**src/rtl/riscv_id_pkg.sv**
```systemverilog
// Shared RV32I ISA constants for the decode and execute stages.
package riscv_id_pkg;

    localparam int unsigned XlenDef = 32;
    localparam int unsigned RegaDef = 5;

    localparam logic [6:0] OpcodeOp    = 7'b0110011;
    localparam logic [6:0] OpcodeOpImm = 7'b0010011;

    typedef enum logic [2:0] {
        F3AddSub = 3'b000,
        F3Sll    = 3'b001,
        F3Slt    = 3'b010,
        F3Sltu   = 3'b011,
        F3Xor    = 3'b100,
        F3Sr     = 3'b101,
        F3Or     = 3'b110,
        F3And    = 3'b111
    } funct3_e;

endpackage

```
**src/rtl/riscv_regfile.sv**
```systemverilog
// Integer register file: two asynchronous read ports, one synchronous write port.
module riscv_regfile
    import riscv_id_pkg::*;
#(
    parameter int unsigned XLEN = XlenDef,
    parameter int unsigned REGA = RegaDef
) (
    input  logic            clk,
    input  logic            rst,
    input  logic [REGA-1:0] ra1,
    output logic [XLEN-1:0] rd1,
    input  logic [REGA-1:0] ra2,
    output logic [XLEN-1:0] rd2,
    input  logic            we,
    input  logic [REGA-1:0] wa,
    input  logic [XLEN-1:0] wd
);

    localparam int unsigned NumRegs = 2 ** REGA;

    logic [XLEN-1:0] regs_q [NumRegs];

    always_ff @(posedge clk or posedge rst) begin
        if (rst) begin
            for (int unsigned i = 0; i < NumRegs; i++) begin
                regs_q[i] <= '0;
            end
        end else if (we && wa != '0) begin
            regs_q[wa] <= wd;
        end
    end

    // x0 is hardwired to zero regardless of array contents.
    assign rd1 = (ra1 == '0) ? '0 : regs_q[ra1];
    assign rd2 = (ra2 == '0) ? '0 : regs_q[ra2];

endmodule

```
**src/rtl/riscv_id.sv**
```systemverilog
// RV32I decode stage for OP / OP-IMM with registered operand outputs.
// Optional RISCV_WB_BYPASS_EN forwards same-cycle writeback data into the operands.
module riscv_id
    import riscv_id_pkg::*;
#(
    parameter int unsigned XLEN = XlenDef,
    parameter int unsigned REGA = RegaDef
) (
    input  logic            clk,
    input  logic            rst,
    input  logic            in_valid,
    output logic            in_ready,
    input  logic [31:0]     inst,
    input  logic            stall,
    input  logic            wb_en,
    input  logic [REGA-1:0] wb_rd,
    input  logic [XLEN-1:0] wb_data,
    output logic            out_valid,
    output logic [REGA-1:0] rdi,
    output logic [XLEN-1:0] a,
    output logic [XLEN-1:0] b,
    output logic [5:0]      shamt,
    output logic [2:0]      funct3,
    output logic            invertb,
    output logic            illegal
);

    logic [REGA-1:0] rs1, rs2;
    logic [XLEN-1:0] rf_a, rf_b, op_a, op_b;

    logic            valid_d, valid_q;
    logic [REGA-1:0] rdi_d, rdi_q;
    logic [XLEN-1:0] a_d, a_q, b_d, b_q;
    logic [5:0]      shamt_d, shamt_q;
    logic [2:0]      funct3_d, funct3_q;
    logic            invertb_d, invertb_q;
    logic            illegal_d, illegal_q;

    assign rs1 = REGA'(inst[19:15]);
    assign rs2 = REGA'(inst[24:20]);

    riscv_regfile #(
        .XLEN(XLEN),
        .REGA(REGA)
    ) u_regfile (
        .clk (clk),
        .rst (rst),
        .ra1 (rs1),
        .rd1 (rf_a),
        .ra2 (rs2),
        .rd2 (rf_b),
        .we  (wb_en),
        .wa  (wb_rd),
        .wd  (wb_data)
    );

`ifdef RISCV_WB_BYPASS_EN
    assign op_a = (wb_en && wb_rd != '0 && wb_rd == rs1) ? wb_data : rf_a;
    assign op_b = (wb_en && wb_rd != '0 && wb_rd == rs2) ? wb_data : rf_b;
`else
    assign op_a = rf_a;
    assign op_b = rf_b;
`endif

    assign in_ready = !stall;

    always_comb begin
        valid_d   = valid_q;
        rdi_d     = rdi_q;
        a_d       = a_q;
        b_d       = b_q;
        shamt_d   = shamt_q;
        funct3_d  = funct3_q;
        invertb_d = invertb_q;
        illegal_d = 1'b0;
        if (!stall) begin
            if (in_valid) begin
                case (inst[6:0])
                    OpcodeOp: begin
                        valid_d   = 1'b1;
                        rdi_d     = REGA'(inst[11:7]);
                        a_d       = op_a;
                        b_d       = op_b;
                        shamt_d   = {1'b0, op_b[4:0]};
                        funct3_d  = inst[14:12];
                        invertb_d = inst[30];
                    end
                    OpcodeOpImm: begin
                        valid_d   = 1'b1;
                        rdi_d     = REGA'(inst[11:7]);
                        a_d       = op_a;
                        b_d       = XLEN'($signed(inst[31:20]));
                        shamt_d   = {1'b0, inst[24:20]};
                        funct3_d  = inst[14:12];
                        // Only srai uses bit 30; for other immediates it is just an imm bit.
                        invertb_d = (funct3_e'(inst[14:12]) == F3Sr) && inst[30];
                    end
                    default: begin
                        valid_d   = 1'b0;
                        rdi_d     = '0;
                        illegal_d = 1'b1;
                    end
                endcase
            end else begin
                valid_d = 1'b0;
                rdi_d   = '0;
            end
        end
    end

    always_ff @(posedge clk or posedge rst) begin
        if (rst) begin
            valid_q   <= 1'b0;
            rdi_q     <= '0;
            a_q       <= '0;
            b_q       <= '0;
            shamt_q   <= '0;
            funct3_q  <= '0;
            invertb_q <= 1'b0;
            illegal_q <= 1'b0;
        end else begin
            valid_q   <= valid_d;
            rdi_q     <= rdi_d;
            a_q       <= a_d;
            b_q       <= b_d;
            shamt_q   <= shamt_d;
            funct3_q  <= funct3_d;
            invertb_q <= invertb_d;
            illegal_q <= illegal_d;
        end
    end

    assign out_valid = valid_q;
    assign rdi       = rdi_q;
    assign a         = a_q;
    assign b         = b_q;
    assign shamt     = shamt_q;
    assign funct3    = funct3_q;
    assign invertb   = invertb_q;
    assign illegal   = illegal_q;

endmodule

```
**config.mk**
```make
export PLATFORM = sky130hd
export DESIGN_NAME = riscv_id
export DESIGN_NICKNAME = d
export VERILOG_FILES = /design/src/rtl/riscv_id_pkg.sv /design/src/rtl/riscv_regfile.sv /design/src/rtl/riscv_id.sv
export SDC_FILE = /design/constraint.sdc
export NUM_CORES = 2
export LEC_CHECK = 0
export ABC_CLOCK_PERIOD_IN_PS = 70700
export BUFFER_PORTS_ARGS = -buffer_cell sky130_fd_sc_hd__buf_4
export CAP_MARGIN = 40
export CORE_UTILIZATION = 55
export CTS_BUF_LIST = sky130_fd_sc_hd__clkbuf_8
export CTS_CLUSTER_SIZE = 28
export DETAILED_ROUTE_END_ITERATION = 10
export HOLD_SLACK_MARGIN = 0.03
export PLACE_DENSITY = 0.72
export SKIP_CTS_REPAIR_TIMING = 1
export SLEW_MARGIN = 20
export SYNTH_ARGS = -nofsm -noshare
export SYNTH_HDL_FRONTEND = slang
export SYNTH_SLANG_ARGS = --single-unit
export TNS_END_PERCENT = 5
```
**constraint.sdc**
```tcl
create_clock -name clk -period 70.7 [get_ports clk]
set_input_delay 14.14 -clock clk [delete_from_list [all_inputs] [get_ports clk]]
set_output_delay 14.14 -clock clk [all_outputs]
set_load 0.02 [all_outputs]
```
==> run_results.csv <==
group,metric,value,unit
power_and_ir_drop,p_leak,28.1,nW
synth,yosys-top-cells-area,"dfrtp_1 (48%), mux2_2 (24%), mux4_2 (18%), clkbuf_1 (1.7%), a221oi_1 (1.2%)",
synth,synth.top_cell.area_share,47.8,%
sta,report.final.hold_viol_count,0,
placed_design,place.gp.congestion,0.827,
synth,synthCells,3860,
cts,cts_root_buf,"clkbuf_8",
cts,cts_buffer_depth,3,
global_routing,top_usage_layer,"met2",
power_and_ir_drop,cellPowerDensity,27.7,mW/mm^2
synth,synth_most_common_cell,"mux2_2",
synth,yosysUniqueCellTypes,55,
global_routing,grt-ovfl-total,0,
layout,fin_util,61.8,%
hold_path,whs_path_depth,0,
worst_setup_path,reg2reg_from,"u_regfile.regs_q[515]",
sta,setup-violations-final,0,
drt,vias,37100,
sta,max_freq,35.0,MHz
die,core,0.104,mm^2
status,status,"completed",
die,dieArea,0.106,mm^2
global_routing,grtUsageMet2,49.9,%
sta,rsz0062_at_grt,"no",
die,initial_core_util,55.6,%
die,rows,118,
synth,yosys-top-cells-count,"mux2_2 (1202), dfrtp_1 (1099), mux4_2 (473)",
placed_design,place.port_buffers,154,
worst_setup_path,r2r_slack,68.78,ns
cts,numCtsBuffers,182,
drt,drc,0,
synth,async_flop_share,100,%
worst_setup_path,cp-end-kind,"output pin",
sta,skew,0.0451,ns
worst_setup_path,critPathArrivalTime,14.46,ns
drt,drt-total-wl,170000,um
cts,ctsHtreeMaxLevel,4,
sta,slew_headroom,33.8,%
global_routing,grt_use_met1,45.4,%
global_routing,track_usage,32.6,%
worst_setup_path,worstPathCellList,"buf_4 > inv_1 > buf_4",
global_routing,grt_pass1_vias,38500,
global_routing,antenna_found_initial,9,
global_routing,met3_usage,7.39,%
worst_setup_path,required,56.56,ns
synth,syn-num-nets,3934,
worst_setup_path,worst-r2r-cell-count,5,
synth,ys_ff_latch,1099,
synth,seq_area_frac_synth,47.8,%
global_routing,grt_pass1_wl,255000,um
drt,routed_via_density,6.87,
global_routing,grt_max_degree,159,
synth,yosys.area.top_type,"dfrtp_1",
sta,fin_setup_tns,0,ns
hold_path,whs_endpoint,"u_regfile.regs_q[996]",
synth,synth_edf_count,0,
synth,syn_avg_cell_area,14.9,um^2
placed_design,place_area,0.0599,mm^2
hold_path,hp-start,"u_regfile.regs_q[996]",
synth,yosysWarnings,0,
layout,fin_area,0.0640,mm^2
worst_setup_path,max_stage_delay,0.14,ns
hold_path,hold_path_class,"reg2reg",
placed_design,placed_cells,5057,
cts,cts.reportedPaths.clkPinSlew,0.07,ns
drt,drt_iter0_drc,3559,
cts,cts_tree,"built",
layout,syn_to_final_growth,11.2,%
worst_setup_path,timing_worst_setup_path_type,"in2out",
worst_setup_path,r2r-end,"b[3]",
sta,post-route-period-util,40.5,%
die,fp.dieH,326,um
worst_setup_path,critical_path.max_fanout,8,
layout,nNetsFinal,3942,
placed_design,hpwl,100000,um
worst_setup_path,crit_path_top_delay_cell,"buf_4",
sta,finalWorstPathRequiredPeriod,28.60,ns
cts,clkLatencyLatePin,0.87,ns
flow_run,maxCapViolCount,0,
drt,dr.pass1.iters,7,
cts,cts_sinks,1099,
layout,drive_gt1_share,56.3,%
die,die_x,326,um
drt,drtAntennaViolNets,0,
synth,synth_flop_cell,"dfrtp_1",
drt,post_drt_wl_per_cell,31.5,um
sta,max_slew.worst_pin.slew,0.993,ns
die,io_pins,156,
layout,finalNonFillerCells,5397,
worst_setup_path,cp-start-kind,"input pin",
power_and_ir_drop,irDropWorstVdd,0.0209,mV
worst_setup_path,cp_common_cell,"buf_4",
synth,syn-cell-area,0.0576,mm^2
sta,drv_slew,0,
[report_power, final]
| group | switching [mW] | leakage (nW) | internal (mW) | total [mW] |
|---|---|---|---|---|
| combinational | 0.134 | 11.8 | 0.217 | 0.351 |
| clock | 0.267 | 2.17 | 0.326 | 0.593 |
| sequential | 0.0852 | 14.2 | 0.744 | 0.829 |
[cells by family (layout without fill, tap and decap cells)]
| group | count (synthesis) | in the layout | synth area share [%] |
|---|---|---|---|
| AND/OR/NAND/NOR | 358 | 358 | 3.05 |
| multiplexers | 1726 | 1726 | 42.9 |
| flip-flops | 1099 | 1099 | 47.8 |
| buffers and inverters | 439 | 587 | 3.21 |
| AO/OA/AOI/OAI | 237 | 237 | 3.08 |
| other | 1 | 10 | 0.00651 |
[worst max-delay path by stage]
stage,start,endpoint,slack (ns),depth (start not counted)
2_1_floorplan,rst,a[0],25.62,1
3_3_place_gp,stall,in_ready,42.10,3
3_5_place_dp,stall,in_ready,42.10,3
4_1_cts,stall,in_ready,42.10,3
5_1_grt,stall,in_ready,42.08,3
6_report,stall,in_ready,42.10,3
[layout make-up]
type	count	area (um^2)
flip-flops and latches	1099	27500
inverters	4	22.5
diodes	9	22.5
clock inverters	77	490
clock buffers	247	3400
fillers	7823	39600
repair buffers	259	2430
well taps	1380	1730
multi-input cells	2322	28400
[routing by layer]
metal  up-vias  wire, um
li1      14900         -
met3       366     14600
met4         4      6500
met5         -        29
met1     20100     68900
met2      1697     79900
[placed cells by master (no fill, tap or decap), types with 5 or more instances in the layout]
master / n
a22oi_1: 31
nor3_1: 23
a221oi_1: 82
a21oi_1: 51
a22o_1: 5
nand2_2: 15
buf_12: 11
nor2b_1: 13
diode_2: 9
o211ai_1: 34
clkinvlp_4: 7
buf_16: 15
buf_4: 225
mux2i_1: 50
nand2_1: 90
nor2_4: 13
a2111oi_0: 5
clkbuf_8: 247
nand4_1: 39
nand3_1: 41
clkinv_2: 12
inv_1: 48
nand2b_1: 32
nand3b_1: 5
dfrtp_1: 1099
nor2_1: 62
mux2_2: 1202
mux4_2: 473
[per-stage QoR]
step	setup WS, ns	power (mW)	hold slack (ns)
CTS	42.10	1.78	0.383
floorplan	25.62	1.09	0.425
global route	42.08	1.85	0.397
detailed placement	42.10	1.19	0.369
finish	42.10	1.77	0.390
global placement	42.10	1.17	0.362
[flip-flops by register name (all words and copies together) (netlist names)]
register,cells
a,32
b,32
funct3,3
illegal,1
invertb,1
out_valid,1
rdi,5
u_regfile.regs_q,1024
[worst max-delay path, delay by kind of cell]
family	cells	cell delay, ns
buf+inv	3	0.32
(Power assumes the default switching activity.)
